[config.mk]
export PLATFORM = sky130hd
export DESIGN_NAME = dmx3_reg
export DESIGN_NICKNAME = d
export VERILOG_FILES = /design/src/rtl/dmx3_reg_pkg.sv /design/src/rtl/dmx3_slot.sv /design/src/rtl/dmx3_reg.sv
export SDC_FILE = /design/constraint.sdc
export NUM_CORES = 1
export LEC_CHECK = 0
export BUFFER_PORTS_ARGS = -buffer_cell sky130_fd_sc_hd__buf_2
export CORE_ASPECT_RATIO = 0.75
export CORE_MARGIN = 2
export CORE_UTILIZATION = 49
export CTS_BUF_LIST = sky130_fd_sc_hd__clkbuf_2
export DETAILED_ROUTE_END_ITERATION = 10
export PLACE_DENSITY = 0.8
export RECOVER_POWER = 50
export SYNTH_ARGS = -nofsm -noshare
export SYNTH_HDL_FRONTEND = slang
export SYNTH_SLANG_ARGS = --single-unit
[constraint.sdc]
create_clock -name clk -period 1.62 [get_ports clk]
set_clock_uncertainty 0.1 [all_clocks]
set_input_delay 0.162 -clock clk [delete_from_list [all_inputs] [get_ports clk]]
set_output_delay 0.162 -clock clk [all_outputs]
set_load 0.02 [all_outputs]
[src/rtl/dmx3_reg_pkg.sv]
// rtl/dmx3_reg_pkg.sv - shared constants and helpers for the registered 1:3 demux
package dmx3_reg_pkg;

    localparam int         N_CH     = 3;
    localparam logic [1:0] ADR_BAD  = 2'b11;
    localparam logic [1:0] PTR_LAST = 2'd2;

    // Round-robin successor: 0 -> 1 -> 2 -> 0, never producing the illegal address.
    function automatic logic [1:0] next_ptr(input logic [1:0] p);
        return (p == PTR_LAST) ? 2'd0 : p + 2'd1;
    endfunction

endpackage

[src/rtl/dmx3_slot.sv]
// rtl/dmx3_slot.sv - one holding register with valid flag, consumer ack and drop detect
module dmx3_slot #(
    parameter int W = 4
) (
    input  logic         clk,
    input  logic         rst_n,
    input  logic         sel,
    input  logic [W-1:0] din,
    input  logic         ack,
    output logic [W-1:0] y,
    output logic         vld,
    output logic         drop
);

    logic accept;

    // A same-cycle ack frees the slot, so the incoming word is taken rather than dropped.
    assign accept = sel && (!vld || ack);
    assign drop   = sel && vld && !ack;

    always_ff @(posedge clk) begin
        if (!rst_n) begin
            y   <= '0;
            vld <= 1'b0;
        end else if (accept) begin
            y   <= din;
            vld <= 1'b1;
        end else if (ack) begin
            vld <= 1'b0;
        end
    end

endmodule

[src/rtl/dmx3_reg.sv]
// rtl/dmx3_reg.sv - registered 1:3 demux with address or round-robin channel select
module dmx3_reg #(
    parameter int W = 4
) (
    input  logic         clk,
    input  logic         rst_n,
    input  logic [W-1:0] din,
    input  logic [1:0]   adr,
    input  logic         we,
    input  logic         scan,
    input  logic [2:0]   ack,
    input  logic         clr,
    output logic [W-1:0] y0,
    output logic [W-1:0] y1,
    output logic [W-1:0] y2,
    output logic [2:0]   vld,
    output logic         ovf,
    output logic         err,
    output logic [1:0]   cur_adr
);

    import dmx3_reg_pkg::*;

    logic [1:0]      ptr;
    logic [1:0]      ea;
    logic [N_CH-1:0] sel;
    logic [N_CH-1:0] drop;
    logic [W-1:0]    y_arr [N_CH];

    assign ea = scan ? ptr : adr;

    for (genvar g = 0; g < N_CH; g++) begin : g_slot
        assign sel[g] = we && (ea == 2'(g));

        dmx3_slot #(.W(W)) u_slot (
            .clk   (clk),
            .rst_n (rst_n),
            .sel   (sel[g]),
            .din   (din),
            .ack   (ack[g]),
            .y     (y_arr[g]),
            .vld   (vld[g]),
            .drop  (drop[g])
        );
    end

    assign y0      = y_arr[0];
    assign y1      = y_arr[1];
    assign y2      = y_arr[2];
    assign cur_adr = ptr;

    // New events take priority over clr so a same-cycle fault is never lost.
    always_ff @(posedge clk) begin
        if (!rst_n) begin
            ptr <= 2'd0;
            ovf <= 1'b0;
            err <= 1'b0;
        end else begin
            if (we && scan)
                ptr <= next_ptr(ptr);

            if (|drop)
                ovf <= 1'b1;
            else if (clr)
                ovf <= 1'b0;

            if (we && (ea == ADR_BAD))
                err <= 1'b1;
            else if (clr)
                err <= 1'b0;
        end
    end

endmodule

### Yosys cells after proc, flatten, opt, wreduce, memory -nomap -nowiden

Cells that the tools add are included.

| storage, ports and cells | value |
|---|---|
| register bits | 19 |
| input bits | 14 |
| output and inout bits | 19 |
| word-level logic and storage cells | 55 |

| cells by class | value |
|---|---|
| $add $sub $neg | 1 |
| equality and inequality tests | 4 |
| multiplexer cells | 11 |
| reductions and logical operators | 30 |

Operators with widths:

| kind | number |
|---|---|
| $logic_and 1x1->1 | 14 |
| $reduce_bool 2->1 | 5 |
| $mux 1 | 9 |
| $eq 2x2->1 const B | 3 |
| $logic_not 1->1 | 6 |
| $mux 2 | 2 |
| $logic_or 1x1->1 | 3 |
| $reduce_or 3->1 | 1 |
| $add 2x1->2 const B | 1 |
| $eq 2x1->1 const B | 1 |
| $logic_not 2->1 | 1 |

### Logic depth before layout (Yosys ltp)

Gate-level depths: netlist of run 1.

| depth | value |
|---|---|
| word-level depth | 7 |
| gate-level depth with buffers | 4 |
| depth with buffers taken out | 4 |

### Modules after synthesis

From an unflattened synthesis of run 1, not the netlist that was laid out.

| second synthesis, totals | value |
|---|---|
| cells, all modules | 93 |
| area, all modules | 915.9 um^2 |

By module, submodules not included:

| module | instances | cells each | area each (um^2) |
|---|---|---|---|
| dmx3_slot | 3 | 23 | 222.7 |
| dmx3_reg | 1 | 24 | 247.7 |

### Worst setup path before layout of run 1

No wires, ideal clock.

| timing path | value |
|---|---|
| path kind | register to register |
| from | register ptr[0], in the netlist cur_adr[0] |
| to | register g_slot[0].u_slot.y[0] |
| arrival | 1.253 ns |
| data required time | 1.404 ns |
| slack | 0.151 ns |
| stages on the path, launching flop included | 5 |
| period minus slack after synthesis | 1.469 ns |
| cell sequence | dfxtp_1 and4bb_1 o21ai_2 mux2i_1 nor2b_1 |

| on the way | value |
|---|---|
| word-level cells in the longest chain between the ends | 4 |

Ends and longest elaborated chain:

| item | RTL line | RTL |
|---|---|---|
| from (decl) | dmx3_reg.sv:24 | `logic [1:0] ptr;` |
| from (signal assigned) | dmx3_reg.sv:60 | `ptr <= next_ptr(ptr);` |
| $mux 2 | dmx3_reg.sv:30 | `assign ea = scan ? ptr : adr;` |
| $logic_not 2->1 | dmx3_reg.sv:33 | `assign sel[g] = we && (ea == 2'(g));` |
| $logic_and 1x1->1 | dmx3_reg.sv:33 |  |
| $logic_and 1x1->1 | dmx3_slot.sv:18 | `assign accept = sel && (!vld \|\| ack);` |
| to (signal assigned) | dmx3_slot.sv:26 | `y <= din;` |
| to (decl) | dmx3_slot.sv:10 | `output logic [W-1:0] y,` |

Every way passes these cells.
A chain may end at the register's enable or synchronous reset.

### Worst setup path in the final report of run 1

| timing path | value |
|---|---|
| from | register ptr[0], in the netlist cur_adr[0] |
| to | register g_slot[0].u_slot.y[3] |

The elaborated chain is that of the path after synthesis.

==> results summary, run 1 <==
The worst reg2reg path depth is 4. The sum of negative setup slack is 0 ns. The maximum number of pins on one net before global-route repair came out at 20. The run finished with clean final reports. The total non-filler cell area in the finished layout came out at 1010 um^2. The final-stage net count came out at roughly 130. The global placer's final weighted congestion came out at between 0.7 and 0.8.

The final critical-path required period is 1.48 ns. The startpoint identified for the worst hold timing path is din[0]. The worst slew margin relative to its limit came out at 0.788. The total routing resource utilization after global routing is 0.189.

After clock tree synthesis, the clock-pin slew on the worst setup and hold paths is 0.16 ns. The worst hold path passes through 3 cells. The total number of clock tree sinks is 19. The arrival time of the worst setup path is 1.60 ns. The number of cells in the design after placement came out at between 100 and 150.

The ratio of routed vias to standard cells came out at 5.00. The post-synthesis cell count came out at 80. Setup repair after global routing left no endpoint under its margin.

The number of placement rows is 12. The clock passes through at most 2 buffers. CTS built an H-tree with a depth of 1.

The detailed placement HPWL is roughly 1200 um. The total power after layout is ~0.83 mW. TritonCTS built the clock tree. The final non-filler cell total is between 100 and 150. In the routed design, unresolved DRC markers number 0.

The tree is rooted in a sky130_fd_sc_hd__clkbuf_2. Max-cap violations in this run came to 0. The area growth from synthesis to final layout is 18.9%. The floorplan die height came out at 40.1 um. The least setup slack across all paths after layout is between 0.1 and 0.15 ns. The placement-stage cell area is ~1000 um^2.

The core area is 1550 um^2. The die covers 2090 um^2. Ranked by total cell area, the synthesized netlist is headed by sky130_fd_sc_hd__dfxtp_1, sky130_fd_sc_hd__mux2i_1, sky130_fd_sc_hd__nor2b_1. For the pin with the worst max-slew slack, the measured transition is 0.318 ns. For this design, the CTS-stage hold fixing added 0 buffers.

The die is 52.1 um wide. The total nets after synthesis came out at 94. The post-cts sizing count is 0.

The hold violation total from the final report is 0. Yosys printed 0 warnings. The effective utilization at floorplan came out at 0.549. In the layout the commonest cells are sky130_fd_sc_hd__dfxtp_1, sky130_fd_sc_hd__nor2b_1, sky130_fd_sc_hd__buf_2, sky130_fd_sc_hd__clkbuf_1, sky130_fd_sc_hd__mux2i_1.

The maximum net fanout on the critical path is 6. The initial antenna violation count is 0. The worst ir drop on vdd is around 700 uV. The number of buffers created by CTS is 3. In this run the worst hold path is classified as in2reg. The number of global-route vias before repair was roughly 570. Setup violations remaining at the end of the flow were counted as 0. The insertion delay of the later-clocked pin in the worst-skew pair came out at about 0.30 ns. Leaving out fill and tap cells, the most frequent cell in the layout is sky130_fd_sc_hd__dfxtp_1.

The number of placed I/O pins came out at 33. The worst register-to-register path begins at cur_adr[0]. The post-synth design cell area is 850 um^2. 0 antenna diodes ended up in the layout.

The average cell area after synthesis came out at about 11 um^2. The worst setup path is captured at a flip-flop. The DRC violation total after the first TritonRoute iteration came out at 4. Summed over all cells, the static leakage comes to approximately 0.46 nW. Across all register-to-register paths, the minimum setup slack is between 0.1 and 0.15 ns.

The number of synthesized register bits came out at 19. For this design the ratio of total power to cell area is a little over 800 nW/um^2. The number of distinct library cells after synthesis came out at 20. The post-CTS setup-driven buffer insertion count came out at 0.

The final worst-path cycle share is 0.913. The type of the setup path with the least slack is reg2reg. The routed wirelength normalized by instance count is about 12 um. The share of the synthesized area in the top cell type is 0.448.

In this run the critical register-to-register path is captured at g_slot[0].u_slot.y[3]. The required time of the critical path came out at roughly 1.7 ns. The total number of vias came out at around 670. The library cell with the largest summed area after synthesis is sky130_fd_sc_hd__dfxtp_1. The number of I/O port buffers is 32.

The pre-CTS setup slack came out at 0.163 ns. The count of pins over their slew limit is 0. The detailed-router iteration count before antenna repair is 4.

The detail route stage leaves a number of antenna-violating nets equal to 0. The sequential share of the synthesized area is 0.448. Based on the critical path, the design can be clocked at up to 0.676 GHz. The fraction of layout cells with a size suffix above 1 is 0.214. The endpoint with the worst hold slack is g_slot[2].u_slot.y[0].

The total detailed-routing wirelength is roughly 1700 um. The kind of start point of the critical path is a flip-flop. The first-pass GRT wire length is between 2000 and 3000 um. Global routing finished with a remaining overflow of 0.
==> routing by layer <==
layer	part of all wire	global-route usage	wire, um	vias up
met2	0.45	0.301	746	21
met1	0.46	0.230	762	295
li1	-	-	-	344
met5	0	0	0	-
met3	0.074	0.0784	122	5
met4	0.012	0.0789	20	0
==> stage by stage <==
step / hold WS (ns) / utilization
floorplan: 0.190 / -
global placement: 0.350 / 0.653
detailed placement: 0.359 / 0.653
CTS: 0.0140 / 0.666
global route: 0.00512 / 0.653
finish: 0.0408 / 0.653
==> logic make-up after synthesis <==
logic type | count (synthesis) | synth area share
muxes | 12 | 0.141
buffers and inverters | 5 | 0.0353
and+or+nand+nor | 31 | 0.253
DFF | 19 | 0.448
AOI/OAI and AO/OA | 13 | 0.122
==> where the power goes <==
group          internal, mW  leakage (nW)  switching (mW)
Sequential            0.487         0.155          0.0113
Clock                0.0654        0.0166           0.136
Combinational        0.0568         0.285          0.0766
Total                 0.609         0.457           0.224
==> critical path: stages (launching register included) <==
cell and delay, ns:
sky130_fd_sc_hd__dfxtp_1 0.42, sky130_fd_sc_hd__and4bb_1 0.27, sky130_fd_sc_hd__o21ai_2 0.29, sky130_fd_sc_hd__mux2i_1 0.25
sky130_fd_sc_hd__nor2b_1 0.07
==> Yosys cell counts, drive strengths merged <==
master	count
a21boi	3
a21oi	3
and4b	2
and4bb	3
buf	3
clkbuf	1
dfxtp	19
inv	1
mux2i	12
nand2	2
nand2b	3
nand3	1
nor2	3
nor2b	16
nor4b	1
o21a	1
o21ai	4
o22ai	2
==> flip-flops by register name (all words and copies together), names as in the netlist <==
register           count
cur_adr                2
err                    1
g_slot.u_slot.vld      3
g_slot.u_slot.y       12
ovf                    1
==> worst max-delay path by stage <==
stage,from,to
6_report,cur_adr[0],g_slot[0].u_slot.y[3]
2_1_floorplan,cur_adr[0],g_slot[0].u_slot.y[0]
4_1_cts,cur_adr[0],g_slot[0].u_slot.y[3]
5_1_grt,cur_adr[0],g_slot[0].u_slot.y[3]
3_3_place_gp,cur_adr[0],g_slot[0].u_slot.y[1]
3_5_place_dp,cur_adr[0],g_slot[0].u_slot.y[3]
==> area by class of cell <==
class                           instances  area [um^2]
Clock buffer                            4         20.0
Fill cell                             150          537
Inverter                                1         3.75
Multi-Input combinational cell         56          439
Sequential cell                        19          380
Tap cell                               21         26.3
Timing Repair Buffer                   32          140
(Power assumes the default switching activity.)
==> inputs of run 2 (changes only) <==
CTS_BUF_LIST = sky130_fd_sc_hd__clkbuf_4 sky130_fd_sc_hd__clkbuf_8   (was sky130_fd_sc_hd__clkbuf_2)
PLACE_DENSITY = unset   (was 0.8)
PLACE_DENSITY_LB_ADDON = 0.12   (was unset)
==> run 2 against run 1 <==
Wire length decreased by 3.0%. Power increased by 6.1%. Worst setup slack got worse by 0.024 ns. Largest cell class unchanged.
==> results summary, run 2 (synthesized netlist as in run 1, its figures left out) <==
The worst slew margin relative to its limit came out at 0.790 (was 0.788). The worst ir drop on vdd is 699 uV (was 717 uV). CP Cell Sequence: and4bb_1 -> o21ai_2 -> mux2i_1 -> nor2b_1 (unchanged). The kind of start point of the critical path was a flip-flop (unchanged). The global placer's final weighted congestion was 0.743 (was 0.749). The cell with the largest stage delay on the worst path was sky130_fd_sc_hd__dfxtp_1 (unchanged). The number of global-route vias before repair came out at 588 (was 571). The insertion delay of the later-clocked pin in the worst-skew pair is 0.30 ns (about the same).

The total number of vias came out at 659 (was 665). The final critical-path required period came to 1.50 ns (was 1.48 ns). The element type at the critical path end was a flip-flop (unchanged). The global-route congestion overflow total is 0 (unchanged). The hold violation total from the final report is 0 (unchanged). The first-pass GRT wire length came out at 2600 um (was 2620 um). The count of pins over their slew limit is 0 (unchanged). The required time of the critical path came out at 1.72 ns (was 1.74 ns). The number of placement rows came out at 12 (unchanged). The post-cts hold buffer count came out at 0 (unchanged). The fraction of layout cells with a size suffix above 1 is 0.205 (was 0.214).

The total number of clock tree sinks came out at 19 (unchanged). The final hold slack is 0.0538 ns (was 0.0408 ns). The sum of met2 wire segment lengths after detailed routing came out at 709 um (was 746 um). The total detailed-routing wirelength is 1600 um (was 1650 um). The number of buffers created by CTS is 3 (unchanged).

The effective utilization at floorplan is 0.549 (unchanged). The final-stage net count is 127 (unchanged). The final cell utilization of the core is 0.659 (was 0.653).

The worst stage delay on the critical path came out at 0.41 ns (was 0.42 ns). The floorplan die height was 40.1 um (unchanged). The maximum net fanout on the critical path was 6 (unchanged). The CTS clock-pin slew for the worst setup and hold paths is 0.10 ns (was 0.16 ns).

The root buffer selected by CTS was sky130_fd_sc_hd__clkbuf_4 (was sky130_fd_sc_hd__clkbuf_2). The slew of the pin with the lowest slew margin is 0.316 ns (was 0.318 ns). The maximum clock frequency came out at 0.665 GHz (was 0.676 GHz). The post-CTS setup-driven buffer insertion count came to 0 (unchanged). The routed wirelength normalized by instance count is 12.0 um (was 12.4 um). The wire length on met1 came to 761 um (was 762 um). Commonest non-fill, non-tap cells in the layout: sky130_fd_sc_hd__dfxtp_1, sky130_fd_sc_hd__clkbuf_1, sky130_fd_sc_hd__nor2b_1 (was sky130_fd_sc_hd__dfxtp_1, sky130_fd_sc_hd__nor2b_1, sky130_fd_sc_hd__buf_2, sky130_fd_sc_hd__clkbuf_1, sky130_fd_sc_hd__mux2i_1). The post-cts sizing count is 0 (unchanged).

The initial antenna violation count is 0 (unchanged). RSZ-0062 raised after global routing: false (unchanged). The number of I/O port buffers is 32 (unchanged). The sum of negative setup slack came to 0 ns (unchanged). The flip-flop count of the largest register after layout is 12 (unchanged). The clock tree from TritonCTS is done (unchanged). The final worst-path cycle share is 0.928 (was 0.913).

The die footprint is 2090 um^2 (unchanged). The most common cell after layout, fill and taps aside was sky130_fd_sc_hd__dfxtp_1 (unchanged). The register with the most flip-flops was g_slot.u_slot.y (unchanged).

The total inserted antenna cells is 0 (unchanged). The max-cap check violation count came out at 0 (unchanged). The ratio of routed vias to standard cells is 4.95 (was 5.00). The worst hold-check path type is in2reg (unchanged).

The core area came out at 1550 um^2 (unchanged). The maximum number of pins on one net before global-route repair was 20 (unchanged). Outcome: completed (unchanged). The count of unresolved DRC violations after routing is 0 (unchanged). The deepest level of the CTS H-tree is 1 (unchanged). The total length of routed met3 wires came to 118 um (was 122 um). The power density relative to cell area is 867 nW/um^2 (was 824 nW/um^2).

The buffer depth of the longest clock path was 2 (unchanged). The arrival time of the worst setup path is 1.60 ns (about the same). The DRC violation total after the first TritonRoute iteration is 8 (was 4). The detailed-router iteration count before antenna repair came to 2 (was 4). The final antenna-violating net count came out at 0 (unchanged). The die boundary width is 52.1 um (unchanged). The type of the setup path with the least slack is reg2reg (unchanged). The highest routing layer actually used is met4 (unchanged). The number of placed I/O pins came out at 33 (unchanged).

The leakage component of the power came out at 0.454 nW (was 0.457 nW). The final setup violation count is 0 (unchanged). The area growth from synthesis to final layout is 19.9% (was 18.9%).

The total routing resource utilization after global routing is 0.185 (was 0.189). The total power after layout came to 0.884 mW (was 0.832 mW).
run 2: cell types whose count changed in the layout (fill, tap and decap cells not counted), sizes merged:
cell    change
clkbuf      +1
buf         -1
run 2: layout make-up:
type	instances	area, um^2
Multi-Input combinational cell	56	439
Clock buffer	4	30.0
Tap cell	21	26.3
Fill cell	144	528
Sequential cell	19	380
Timing Repair Buffer	32	139
Inverter	1	3.75
run 2: where the power goes:
part | leakage, nW | internal (mW) | switching (mW)
logic | 0.281 | 0.0567 | 0.0771
clock network | 0.0184 | 0.113 | 0.140
registers | 0.155 | 0.486 | 0.0109
run 2: stage by stage:
stage | instances | cell area (um^2) | setup WS, ns
6_report | 133 | 1020 | 0.117
5_1_grt | 133 | 1020 | 0.0239
4_1_cts | 133 | 1040 | 0.129
3_5_place_dp | 129 | 1010 | 0.170
3_3_place_gp | 129 | 1010 | 0.242
2_1_floorplan | 80 | 850 | 0.151
run 2: critical path, delay by kind of cell (launching register included):
| kind | cells | cell delay [ns] |
|---|---|---|
| simple gates | 2 | 0.34 |
| flops | 1 | 0.41 |
| compound gates | 1 | 0.31 |
| mux | 1 | 0.24 |
run 2: worst paths after layout:
| path | start | endpoint | slack [ns] | cells after the start |
|---|---|---|---|---|
| min reg2reg | g_slot[2].u_slot.y[0] | g_slot[2].u_slot.y[0] | 0.43 | 2 |
| max reg2reg | cur_adr[0] | g_slot[0].u_slot.y[0] | 0.12 | 4 |
| max | cur_adr[0] | g_slot[0].u_slot.y[0] | 0.12 | 4 |
| min | din[1] | g_slot[2].u_slot.y[1] | 0.05 | 3 |
run 2: layer usage:
metal  global-route usage  up-vias
met5                    0        -
met4               0.0789        0
met3               0.0896        2
met2                0.288       20
met1                0.222      296
li1                     -      341
==> inputs of run 3 (changes only) <==
RECOVER_POWER = unset   (was 50)
==> run 3 against run 2 <==
Via count up 0.15%. Die area stayed put. Non-clock buffer count stayed put. Sequential share of layout area fell by 0.76 points. Critical path depth stayed put. Highest routed layer unchanged. Combinational power increased by 3%. Cell area is 2.1% higher. Clock power hardly changed. Flip-flop and latch count did not move.
==> results summary, run 3 (synthesized netlist as in run 1, its figures left out) <==
The hold violation total from the final report was 0 (unchanged). The type of the setup path with the least slack was reg2reg (unchanged). The root buffer selected by CTS is sky130_fd_sc_hd__clkbuf_4 (unchanged). The die boundary width came out at 52.1 um (unchanged). The core area came out at 1550 um^2 (unchanged). The design internal power came out at 0.660 mW (was 0.655 mW). The DRC violation total after the first TritonRoute iteration is 9 (was 8).

The slew of the pin with the lowest slew margin was 0.316 ns (unchanged). The flip-flop count of the largest register after layout came out at 12 (unchanged). The worst reg2reg path depth came out at 4 (unchanged). The worst ir drop on vdd is 699 uV (about the same).

The register-to-register setup slack is 0.12 ns (about the same). The least setup slack across all paths after layout came out at 0.118 ns (was 0.117 ns). The effective utilization at floorplan came out at 0.549 (unchanged). The deepest level of the CTS H-tree is 1 (unchanged). The clock network fraction of total power is 0.285 (was 0.286). The net switching component of the power came out at 0.228 mW (about the same).

The number of I/O port buffers came out at 32 (unchanged). The met2 global-route usage is 0.288 (unchanged). The power density relative to cell area came out at 854 nW/um^2 (was 867 nW/um^2). RSZ-0062 raised after global routing: false (unchanged). The launching instance or port of the critical path is cur_adr[0] (unchanged). The insertion delay of the later-clocked pin in the worst-skew pair came out at 0.30 ns (about the same). The maximum net fanout on the critical path is 6 (unchanged).

The total number of clock tree sinks is 19 (unchanged). The detailed-router iteration count before antenna repair is 2 (unchanged). The floorplan die height came out at 40.1 um (unchanged).

The total routing resource utilization after global routing is 0.185 (unchanged). The element type at the critical path end is a flip-flop (unchanged). The post-cts hold buffer count came out at 0 (unchanged). The sequential fraction of design power is 0.559 (was 0.562).

The final hold slack came out at 0.0548 ns (was 0.0538 ns). The leakage component of the power is 0.526 nW (was 0.454 nW). The ratio of routed vias to standard cells is 4.96 (was 4.95). The total non-filler cell area in the finished layout is 1040 um^2 (was 1020 um^2). The max-cap check violation count is 0 (unchanged). The number of placement rows was 12 (unchanged).

The worst slew margin relative to its limit is 0.790 (unchanged). The kind of start point of the critical path is a flip-flop (unchanged). The register with the most flip-flops was g_slot.u_slot.y (unchanged). CP Cell Sequence: and4bb_1 -> o21ai_2 -> mux2i_1 -> nor2b_1 (unchanged).

The total inserted antenna cells came out at 0 (unchanged). The number of cells in the design after placement is 129 (unchanged). The CTS clock-pin slew for the worst setup and hold paths is 0.10 ns (about the same). The area growth from synthesis to final layout is 22.4% (was 19.9%). The final non-filler cell total is 133 (unchanged). The fraction of layout cells with a size suffix above 1 came out at 0.357 (was 0.205).

The total detailed-routing wirelength is 1600 um (about the same). The net switching fraction of the power is 0.256 (was 0.258). The required time of the critical path came out at 1.72 ns (about the same). The global placer's final weighted congestion is 0.743 (unchanged). Commonest non-fill, non-tap cells in the layout: sky130_fd_sc_hd__buf_2, sky130_fd_sc_hd__dfxtp_1, sky130_fd_sc_hd__nor2b_1 (was sky130_fd_sc_hd__dfxtp_1, sky130_fd_sc_hd__clkbuf_1, sky130_fd_sc_hd__nor2b_1). The number of buffers created by CTS came out at 3 (unchanged). The final cell utilization of the core came to 0.672 (was 0.659). The total number of vias is 660 (was 659). The placement-stage cell area is 1010 um^2 (unchanged). The origin of the worst min-delay path is din[1] (unchanged).

The maximum number of pins on one net before global-route repair came out at 20 (unchanged). The maximum clock frequency came out at 0.666 GHz (was 0.665 GHz). Outcome: completed (unchanged). The pre-CTS setup slack came to 0.170 ns (unchanged). The final-stage net count came out at 127 (unchanged). The count of pins over their slew limit is 0 (unchanged). The number of global-route vias before repair came out at 588 (unchanged). The sum of negative setup slack is 0 ns (unchanged). The arrival time of the worst setup path is 1.60 ns (about the same). The first-pass GRT wire length came out at 2600 um (unchanged). The most used routing layer in global routing is met2 (unchanged). The buffer depth of the longest clock path is 2 (unchanged). The final critical-path required period came out at 1.50 ns (about the same).

The worst hold-check path type is in2reg (unchanged). The final worst-path cycle share came to 0.927 (was 0.928). The post-CTS setup-driven buffer insertion count came out at 0 (unchanged).

The global-route congestion overflow total came out at 0 (unchanged). The final antenna-violating net count is 0 (unchanged). The final setup violation count is 0 (unchanged). The worst stage delay on the critical path came out at 0.41 ns (about the same). The clock tree from TritonCTS is done (unchanged).

The reg-to-reg critical path startpoint is cur_adr[0] (unchanged). The most common cell after layout, fill and taps aside is sky130_fd_sc_hd__buf_2 (was sky130_fd_sc_hd__dfxtp_1). The terminus of the critical flop-to-flop path is g_slot[0].u_slot.y[0] (unchanged). The number of placed I/O pins is 33 (unchanged).

The post-cts sizing count came out at 0 (unchanged). The part of the power in combinational logic is 0.156 (was 0.151). The met3 track demand over resource is 0.0896 (unchanged). The count of unresolved DRC violations after routing is 0 (unchanged).

The cell with the largest stage delay on the worst path is sky130_fd_sc_hd__dfxtp_1 (unchanged). The initial antenna violation count came out at 0 (unchanged). The total power after layout came to 0.887 mW (was 0.884 mW).

The routed wirelength normalized by instance count is 12.0 um (about the same). The die footprint was 2090 um^2 (unchanged). The end of the critical path is g_slot[0].u_slot.y[0] (unchanged). The met1 layer usage reported by global route is 0.222 (unchanged).
==> run 3: layout make-up <==
cell class / instances / area (um^2)
Clock buffer: 4 / 30.0
Fill cell: 135 / 507
Inverter: 1 / 3.75
Multi-Input combinational cell: 56 / 439
Sequential cell: 19 / 380
Tap cell: 21 / 26.3
Timing Repair Buffer: 32 / 160
==> run 3: metal layers <==
metal  vias up  share of wire
met1       297           0.47
met4         0         0.0069
met3         2          0.080
li1        341              -
met2        20           0.44
met5         -              0
==> run 3: power groups by stage <==
stage                     Sequential, mW  Clock, mW  Combinational [mW]
after floorplan                    0.525          0              0.0706
after global placement             0.506          0               0.136
after detailed placement           0.507          0               0.139
after CTS                          0.496      0.260               0.140
after global routing               0.499      0.278               0.152
final                              0.496      0.253               0.138
==> run 3: worst min path at each step <==
stage,end,slack (ns),cells past startpoint
after floorplan,err,0.19,1
after global placement,g_slot[0].u_slot.y[2],0.35,3
after detailed placement,g_slot[0].u_slot.y[1],0.36,3
after CTS,g_slot[2].u_slot.y[1],0.04,3
after global routing,g_slot[0].u_slot.y[2],0.06,3
final,g_slot[2].u_slot.y[1],0.05,3
==> run 3: critical path: cells and delay by family, from the launching register on <==
kind	cells	cell delay, ns
simple gates	2	0.34
mux	1	0.24
flops	1	0.41
compound gates	1	0.31
